<file path="src/rtl/ntt_controller.sv">
// ============================================================================
// Module   : ntt_controller
// Brief    : Sequencing controller for the Kyber butterfly unit. Runs a full
//            256-point NTT or INTT (seven layers of 128 butterflies), issuing
//            one butterfly per cycle. Generates coefficient-RAM read and
//            write-back addresses, the twiddle-ROM index and the butterfly
//            valid/inverse controls. Write-back is aligned to the butterfly
//            latency with a fixed-depth delay line.
// Options  : NTT_CTRL_HOLD_EN - adds input 'hold', which stalls issue while
//            in the ISSUE state. The delay line keeps draining while stalled.
// Revision : 1.0 - initial release
// ============================================================================
`default_nettype none

module ntt_controller #(
    parameter int RD_LAT = 1,   // coefficient RAM / twiddle ROM read latency
    parameter int BF_LAT = 3,   // butterfly input-to-output latency
    parameter int SETTLE = 3    // cycles bf_inverse is stable before first issue
) (
    input  logic       clk,
    input  logic       r,           // asynchronous, active-low reset
    input  logic       start,
    input  logic       mode_inv,
`ifdef NTT_CTRL_HOLD_EN
    input  logic       hold,
`endif
    output logic       busy,
    output logic       done,
    output logic       rd_en,
    output logic [7:0] rd_addr_a,
    output logic [7:0] rd_addr_b,
    output logic [6:0] tw_addr,
    output logic       bf_valid,
    output logic       bf_inverse,
    output logic       wr_en,
    output logic [7:0] wr_addr_a,
    output logic [7:0] wr_addr_b,
    output logic [2:0] layer
);

    // Total read-to-write-back delay, also the length of the inter-layer drain
    localparam int              c_WL          = RD_LAT + BF_LAT;
    localparam int              c_CW          = 8;
    localparam logic [c_CW-1:0] c_SETTLE_LAST = c_CW'(SETTLE - 1);
    localparam logic [c_CW-1:0] c_DRAIN_LAST  = c_CW'(c_WL - 1);
    localparam logic [6:0]      c_B_LAST      = 7'd127;
    localparam logic [2:0]      c_L_LAST      = 3'd6;

    typedef enum logic [2:0] {
        S_IDLE   = 3'd0,
        S_SETTLE = 3'd1,
        S_ISSUE  = 3'd2,
        S_DRAIN  = 3'd3,
        S_DONE   = 3'd4
    } state_t;

    state_t          r_state;
    state_t          w_next;

    logic [6:0]      r_b;        // butterfly index within the layer
    logic [2:0]      r_l;        // layer index
    logic [c_CW-1:0] r_cnt;      // SETTLE / DRAIN cycle counter
    logic            r_inv;      // latched mode_inv

    logic            w_hold;
    logic            w_rd_en;

    // Address generation intermediates
    logic [2:0]      w_sh;       // log2(len)
    logic [7:0]      w_len;
    logic [7:0]      w_mask;
    logic [6:0]      w_g;        // group index
    logic [7:0]      w_o;        // offset inside group
    logic [7:0]      w_a;
    logic [7:0]      w_b;
    logic [6:0]      w_tw;

    // Delay lines: rd_en -> bf_valid, and {rd_en, addresses} -> write-back
    logic            r_vld_sr [RD_LAT];
    logic            r_wr_sr  [c_WL];
    logic [7:0]      r_wa_sr  [c_WL];
    logic [7:0]      r_wb_sr  [c_WL];

`ifdef NTT_CTRL_HOLD_EN
    assign w_hold = hold;
`else
    assign w_hold = 1'b0;
`endif

    // State register
    always_ff @(posedge clk or negedge r) begin
        if (!r) begin
            r_state <= S_IDLE;
        end else begin
            r_state <= w_next;
        end
    end

    // Next-state and issue strobe
    always_comb begin
        w_next  = r_state;
        w_rd_en = 1'b0;
        case (r_state)
            S_IDLE: begin
                if (start) begin
                    w_next = S_SETTLE;
                end
            end
            S_SETTLE: begin
                if (r_cnt == c_SETTLE_LAST) begin
                    w_next = S_ISSUE;
                end
            end
            S_ISSUE: begin
                w_rd_en = !w_hold;
                if (!w_hold && (r_b == c_B_LAST)) begin
                    w_next = S_DRAIN;
                end
            end
            S_DRAIN: begin
                if (r_cnt == c_DRAIN_LAST) begin
                    w_next = (r_l == c_L_LAST) ? S_DONE : S_ISSUE;
                end
            end
            S_DONE: begin
                w_next = S_IDLE;
            end
            default: begin
                w_next = S_IDLE;
            end
        endcase
    end

    // Layer / butterfly / phase counters and the latched direction
    always_ff @(posedge clk or negedge r) begin
        if (!r) begin
            r_b   <= '0;
            r_l   <= '0;
            r_cnt <= '0;
            r_inv <= 1'b0;
        end else begin
            case (r_state)
                S_IDLE: begin
                    if (start) begin
                        r_inv <= mode_inv;
                        r_l   <= '0;
                        r_b   <= '0;
                        r_cnt <= '0;
                    end
                end
                S_SETTLE: begin
                    r_cnt <= (r_cnt == c_SETTLE_LAST) ? '0 : r_cnt + 1'b1;
                end
                S_ISSUE: begin
                    // b wraps 127 -> 0, ready for the next layer
                    if (!w_hold) begin
                        r_b <= r_b + 7'd1;
                    end
                end
                S_DRAIN: begin
                    if (r_cnt == c_DRAIN_LAST) begin
                        r_cnt <= '0;
                        if (r_l != c_L_LAST) begin
                            r_l <= r_l + 3'd1;
                        end
                    end else begin
                        r_cnt <= r_cnt + 1'b1;
                    end
                end
                default: begin
                    r_cnt <= '0;
                end
            endcase
        end
    end

    // Butterfly operand and twiddle addresses for the current (l, b)
    always_comb begin
        // Forward layers shrink the span 128..2, inverse layers grow it 2..128
        w_sh   = r_inv ? (r_l + 3'd1) : (3'd7 - r_l);
        w_len  = 8'd1 << w_sh;
        w_mask = w_len - 8'd1;
        w_g    = r_b >> w_sh;
        w_o    = {1'b0, r_b} & w_mask;
        w_a    = (({1'b0, w_g} << w_sh) << 1) | w_o;
        w_b    = w_a + w_len;
        // Forward walks zetas upward from 1; inverse walks downward from 127
        w_tw   = r_inv ? ((7'd127 >> r_l) - w_g) : ((7'd1 << r_l) + w_g);
    end

    // Read-side delay to butterfly valid
    always_ff @(posedge clk or negedge r) begin
        if (!r) begin
            for (int i = 0; i < RD_LAT; i++) begin
                r_vld_sr[i] <= 1'b0;
            end
        end else begin
            r_vld_sr[0] <= w_rd_en;
            for (int i = 1; i < RD_LAT; i++) begin
                r_vld_sr[i] <= r_vld_sr[i-1];
            end
        end
    end

    // Write-back delay line; shifts unconditionally so stalls become bubbles
    always_ff @(posedge clk or negedge r) begin
        if (!r) begin
            for (int i = 0; i < c_WL; i++) begin
                r_wr_sr[i] <= 1'b0;
                r_wa_sr[i] <= '0;
                r_wb_sr[i] <= '0;
            end
        end else begin
            r_wr_sr[0] <= w_rd_en;
            r_wa_sr[0] <= w_rd_en ? w_a : 8'd0;
            r_wb_sr[0] <= w_rd_en ? w_b : 8'd0;
            for (int i = 1; i < c_WL; i++) begin
                r_wr_sr[i] <= r_wr_sr[i-1];
                r_wa_sr[i] <= r_wa_sr[i-1];
                r_wb_sr[i] <= r_wb_sr[i-1];
            end
        end
    end

    // Outputs; read addresses are zero whenever no read is issued
    assign busy       = (r_state != S_IDLE);
    assign done       = (r_state == S_DONE);
    assign rd_en      = w_rd_en;
    assign rd_addr_a  = w_rd_en ? w_a  : 8'd0;
    assign rd_addr_b  = w_rd_en ? w_b  : 8'd0;
    assign tw_addr    = w_rd_en ? w_tw : 7'd0;
    assign bf_valid   = r_vld_sr[RD_LAT-1];
    assign bf_inverse = r_inv;
    assign wr_en      = r_wr_sr[c_WL-1];
    assign wr_addr_a  = r_wa_sr[c_WL-1];
    assign wr_addr_b  = r_wb_sr[c_WL-1];
    assign layer      = r_l;

endmodule

`default_nettype wire

</file>
<file path="config.mk">
export PLATFORM = sky130hd
export DESIGN_NAME = ntt_controller
export DESIGN_NICKNAME = d
export VERILOG_FILES = /design/src/rtl/ntt_controller.sv
export SDC_FILE = /design/constraint.sdc
export NUM_CORES = 1
export LEC_CHECK = 0
export ABC_CLOCK_PERIOD_IN_PS = 6200
export CAP_MARGIN = 10
export CORE_MARGIN = 10
export CORE_UTILIZATION = 27
export CTS_BUF_LIST = sky130_fd_sc_hd__clkbuf_16
export DETAILED_ROUTE_END_ITERATION = 10
export SYNTH_ARGS = -nofsm -noshare
export SYNTH_HDL_FRONTEND = slang
export SYNTH_SLANG_ARGS = --single-unit
</file>
<file path="constraint.sdc">
create_clock -name clk -period 6.2 [get_ports clk]
set_input_delay 1.55 -clock clk [delete_from_list [all_inputs] [get_ports clk]]
set_output_delay 1.55 -clock clk [all_outputs]
set_load 0.01 [all_outputs]
</file>
# Word level (Yosys, flattened, before mapping)
# Cells that the tools add are included.
dict set report word_totals {
  register_bits 90
  input_bits 4
  out_inout_bits 48
}
dict set report op_classes {
  add_sub_neg 8
  eq_ne 14
  shifts 5
  mux 22
  n_bitwise 3
  n_reduce_logical 9
}
# operator count
set ops {}
lappend ops {{8-bit two-way mux} 5}
lappend ops {{8-bit one-hot mux with 4 select lines} 1}
lappend ops {{3-bit two-way mux} 9}
lappend ops {{7-bit two-way mux} 3}
lappend ops {{8-bit by 2-bit == test with 1-bit output, second input constant} 2}
lappend ops {{7-bit one-hot mux with 2 select lines} 1}
lappend ops {{3-bit one-hot mux with 4 select lines} 1}
lappend ops {{2-bit inequality test, second input constant} 5}
lappend ops {{8-bit by 1-bit adder with 8-bit output, second input constant} 1}
lappend ops {{8-bit adder} 1}
lappend ops {{7-bit by 8-bit AND with 8-bit output} 1}
lappend ops {{8-bit bitwise OR} 1}
lappend ops {{4-bit AND reduction} 2}
lappend ops {{1-bit by 3-bit << shifter with 8-bit output, first input constant} 1}
lappend ops {{8-bit by 1-bit subtractor with 8-bit output, second input constant} 1}
lappend ops {{7-bit by 1-bit adder with 7-bit output, second input constant} 1}
lappend ops {{7-bit adder} 1}
lappend ops {{7-bit == test, second input constant} 1}
lappend ops {{1-bit by 3-bit << shifter with 7-bit output, first input constant} 1}
lappend ops {{7-bit by 3-bit << shifter with 7-bit output} 1}
lappend ops {{7-bit by 3-bit >> shifter with 7-bit output} 1}
lappend ops {{7-bit by 3-bit >> shifter with 7-bit output, first input constant} 1}
lappend ops {{7-bit subtractor} 1}
lappend ops {{3-bit by 2-bit == test with 1-bit output, second input constant} 2}
lappend ops {{other kinds (12)} 16}

# Longest topological paths before layout
dict set report depth {
  depth_word 8
  ltp_mapped 17
  mapped_depth_nobuf 15
}

# Worst setup path after synthesis
# Ideal clock, no wire load.
dict set report synth_path {
  path_type {reg-to-output}
  start {register r_l[1] (netlist: layer[1])}
  end {output tw_addr[6]}
  arrival_time_ns 3.660
  required_time_ns 4.650
  path_slack_ns 0.990
  stages_incl_launch_ff 17
  path_cell_list {dfrtp_1 > ha_1 > inv_1 > ha_1 > nand2b_1 > nand2_1 > buf_2 > clkbuf_1 > nand2_1 > o21ai_0 > ha_1 > inv_1 > fa_1 > a211oi_1 > o211a_1 > nor4_1 > o41ai_1}
}
dict set report synth_between {
  elab_chain_cells 6
  elab_cells_between_ends 10
}
# element line
set synth_lines {}
lappend synth_lines {{start, declared} 61} ;# logic [2:0] r_l;
lappend synth_lines {{start signal, assigned} 164} ;# r_l <= r_l + 3'd1;
lappend synth_lines {{3-bit subtractor or 3-bit by 1-bit adder with 3-bit output (tied branches)} 180} ;# w_sh = r_inv ? (r_l + 3'd1) : (3'd7 - r_l);
lappend synth_lines {{3-bit two-way mux} 180}
lappend synth_lines {{7-bit by 3-bit >> shifter with 7-bit output} 183} ;# w_g = r_b >> w_sh;
lappend synth_lines {{7-bit adder or 7-bit subtractor (tied branches)} 188} ;# w_tw = r_inv ? ((7'd127 >> r_l) - w_g) : ((7'd1 << r_l) + w_g);
lappend synth_lines {{7-bit two-way mux *} 188}
lappend synth_lines {{7-bit two-way mux *} 231} ;# assign tw_addr = w_rd_en ? w_tw : 7'd0;
lappend synth_lines {{end, declared} 32} ;# output logic [6:0] tw_addr,
# Mark *: on every way between the ends. The rest lies on a longest branch, timed or not.

# Worst setup path after layout
dict set report layout_path {
  start {register r_l[1] (netlist: layer[1])}
  end {output rd_addr_b[7]}
}
dict set report layout_between {
  elab_chain_cells 8
  elab_cells_between_ends 11
}
# element line
set layout_lines {}
lappend layout_lines {{3-bit subtractor or 3-bit by 1-bit adder with 3-bit output (tied branches)} 180}
lappend layout_lines {{3-bit two-way mux *} 180}
lappend layout_lines {{1-bit by 3-bit << shifter with 8-bit output} 181} ;# w_len = 8'd1 << w_sh;
lappend layout_lines {{8-bit by 1-bit subtractor with 8-bit output} 182} ;# w_mask = w_len - 8'd1;
lappend layout_lines {{7-bit by 8-bit AND with 8-bit output} 184} ;# w_o = {1'b0, r_b} & w_mask;
lappend layout_lines {{8-bit bitwise OR} 185} ;# w_a = (({1'b0, w_g} << w_sh) << 1) | w_o;
lappend layout_lines {{8-bit adder *} 186} ;# w_b = w_a + w_len;
lappend layout_lines {{8-bit two-way mux *} 230} ;# assign rd_addr_b = w_rd_en ? w_b : 8'd0;
lappend layout_lines {{end, declared} 31} ;# output logic [7:0] rd_addr_b,
# Marked as above.

==> impl_metrics.tcl <==
set metrics [dict create \
    fin_ws_ns 0.2551 \
    slowest_delay_ns 0.60 \
    power_switching_mw 1.324 \
    cp-start-kind "flip-flop" \
    ys_seq_area_share_pct 47.99 \
    fill_cells 1743 \
    wl_met2_um 5380 \
    required_ns 4.65 \
    critPathArrivalTime_ns 4.39 \
    clockBufferDepth 2 \
    clk_pin_slew_ns 0.07 \
    synth-edff-count 0 \
    post-route-min-period_ns 5.945 \
    die_h_um 151.8 \
    wl_um 11430 \
    drtIter0Drc 330 \
    drv_cap 0 \
    cts_tree "done" \
    met1_length_um 5210 \
    cp_top_family "simple AND/OR/NAND/NOR gates" \
    ir_drop_uv 262.7 \
    ff2ff_setup_slack_ns 2.61 \
    seqCellArea_um2 2253 \
    drc 0 \
    avgSynthCellArea_um2 10.14 \
    dieArea_um2 23060 \
    drive_gt1_share_pct 8.964 \
    postRouteAntennaNets 0 \
    finClkSkew_ns 0.006562 \
    cp_max_fo 17 \
    grt_usage_pct 9.636 \
    start_util_pct 27.32 \
    status "finished, final reports clean" \
    end_kind "output port" \
    area_delta_synth_final_pct 21.22 \
    numCtsBuffers 9 \
    tightest_slew_ns 1.027 \
    yosys_warnings 0 \
    grt_pass1_vias 3430 \
    grt_overflow 0 \
    finalMaxSlewViolations 0 \
    crit_chain "ha_1 > inv_1 > ha_1 > nand2b_1 > nand2_2 > buf_4 > nand2_1 > a32o_1 > ha_1 > or2_2 > or3_1 > a311oi_2 > nor3_1 > nor3_2 > clkdlybuf4s50_1" \
    fin_nets 532 \
    vias 3561 \
    cpMaxStageDelayCell "clkdlybuf4s50_1" \
    design.core.area_um2 17180 \
    synth_seq_cells 90 \
    switching_share_pct 40.90 \
    wl_met3_um 695 \
    dr.max_layer_used "met4" \
    p_leak_nw 2.523 \
    fmax_mhz 168.2 \
    ios 52 \
    asyncSetResetFlopFracSynth_pct 100.0 \
    cts_hold_buffers 0 \
    clockPowerShare_pct 18.1 \
    crit_top_cell "ha_1" \
    wl_per_cell_um 15.72 \
    cts_max_level 3 \
    synthCells 463 \
    grt_pass1_wl_um 18440 \
    p_comb_share_pct 53.9 \
    pwr-share-seq_pct 28.1 \
    diodes 0 \
    antenna_found_initial 0 \
    port_buffers 51 \
    grt_max_degree 70 \
    place_congestion 0.8741 \
    cts_sinks 90 \
    worst_skew_pair.late_latency_ns 0.34 \
    netlist_area_um2 4693 \
    powerDensity_nw_per_um2 569.0 \
    finalSetupViolations 0 \
    hpwlAfterDp_um 8460 \
    slew_headroom_pct 31.54 \
    post-cts-setup-buffer-count 0 \
    num_rows 48 \
    drtPass1Iterations 5 \
    syn-num-nets 498 \
    hold_path.class "flip-flop to flip-flop" \
    internal_power_mw 1.913 \
    synthFlopType "dfrtp_1" \
    path_buf_inv 3 \
    post-route-util_pct 33.12 \
    via_per_inst 4.898 \
    hold_viol_final 0 \
    fin_crit_sh_pct 95.89 \
    rsz0062_at_grt "yes" \
    multiInputGateArea_um2 2187 \
    root_buffer "clkbuf_16" \
    dp_slack_ns 0.2831 \
    synth_cell_types 60 \
    die_w_um 151.8 \
    worst-setup-path-type "flip-flop to output port" \
]
## cell type report
cell class / count / area share [%]
flip-flops and latches: 90 / 39.61
multi-input cells: 320 / 38.44
clock buffers: 9 / 3.959
well taps: 225 / 4.948
inverters: 15 / 0.9897
clock inverters: 7 / 1.737
repair buffers: 61 / 10.31
## cells in the mapped netlist, types with 5 or more instances
master | number | area share, %
a211oi_1 | 8 | 1.3
a21oi_1 | 26 | 2.8
a22o_1 | 5 | 0.93
a31oi_1 | 5 | 0.67
and2_1 | 9 | 1.2
and3_1 | 12 | 1.6
buf_2 | 6 | 0.64
buf_4 | 16 | 2.6
clkbuf_1 | 11 | 0.88
dfrtp_1 | 90 | 48
ha_1 | 29 | 7.7
inv_1 | 13 | 1.0
mux2i_1 | 7 | 1.5
nand2_1 | 35 | 2.8
nand2b_1 | 10 | 1.3
nand3_1 | 13 | 1.4
nor2_1 | 25 | 2.0
nor2b_1 | 12 | 1.6
nor3_1 | 11 | 1.2
o21a_1 | 6 | 0.96
o21ai_0 | 37 | 3.9
o31ai_1 | 5 | 0.80
or3_1 | 5 | 0.67
xnor2_1 | 5 | 0.93
## final timing paths
kind,from,to,cells past startpoint
max in group asynchronous,r,layer[1]$_DFFE_PN0P_,2
min in group asynchronous,r,wr_addr_b[4]$_DFF_PN0_,1
worst max register to register,layer[1]$_DFFE_PN0P_,r_wb_sr[31]$_DFF_PN0_,14
worst max-delay path,layer[1]$_DFFE_PN0P_,rd_addr_b[7],15
worst min-delay path,r_wa_sr[23]$_DFF_PN0_,r_wa_sr[15]$_DFF_PN0_,0
worst min register to register,r_wa_sr[23]$_DFF_PN0_,r_wa_sr[15]$_DFF_PN0_,0
## kinds of logic (layout without fill, tap and decap cells)
kind of cell	after synthesis	count (layout)	share of synthesized area, %
multiplexers	11	11	2.693
XOR/XNOR	7	7	1.306
AO/OA/AOI/OAI	121	121	16.98
flip-flops	90	90	47.99
buffers and inverters	53	92	5.865
adder cells (fa/ha/maj)	31	31	8.584
AND/OR/NAND/NOR	149	149	16.50
other	1	1	0.07990
## flip-flops by register name, summed over array words and instances (netlist names)
signal	count
wr_addr_b	8
r_wb_sr	24
bf_inverse	1
r_cnt	8
r_b	7
r_wa_sr	24
layer	3
r_state	3
wr_en	1
wr_addr_a	8
r_wr_sr	3
## layout by cell type (no fill, tap or decap), types with 5 or more instances in the layout
cell	n
a211oi_1	8
a21oi_1	26
a22o_1	5
a31oi_1	5
and2_1	9
and3_1	12
buf_4	11
clkbuf_16	9
clkdlybuf4s50_1	47
dfrtp_1	89
ha_1	29
inv_1	12
mux2i_1	7
nand2_1	34
nand2b_1	10
nand3_1	13
nor2_1	24
nor2b_1	12
nor3_1	10
o21a_1	6
o21ai_0	36
o31ai_1	5
or3_1	5
xnor2_1	5
## repair_timing
| item | CTS | global route |
|---|---|---|
| gates resized for setup | 3 | 8 |
| setup endpoints to repair | 3 | 6 |
| pin swaps | 1 | 0 |
| cloned | 0 | 0 |
## power by group through the flow
stage	sequential, mW	combinational (mW)	clock (mW)
2_1_floorplan	0.857	1.12	0
3_3_place_gp	0.909	1.73	0
3_5_place_dp	0.920	1.75	0
4_1_cts	0.909	1.76	0.603
5_1_grt	0.934	1.94	0.621
6_report	0.908	1.74	0.585
## routing by layer
metal	up-vias	GRT usage, %
met4	0	3.210
met5	-	0
met1	1729	12.19
met3	18	2.907
li1	1710	-
met2	104	15.30
## metrics by stage
step / power, mW / cell area, um^2 / instances / hold slack, ns / setup TNS (ns)
after CTS: 3.271 / 5663 / 727 / 0.3450 / 0
after floorplan: 1.980 / 4693 / 463 / 0.3312 / 0
after global placement: 2.636 / 5339 / 711 / 0.3319 / 0
after detailed placement: 2.668 / 5339 / 711 / 0.3347 / 0
final: 3.237 / 5689 / 727 / 0.3442 / 0
after global routing: 3.495 / 5689 / 727 / 0.3543 / -0.02965
Note: power is estimated with default switching activity, not from simulation.
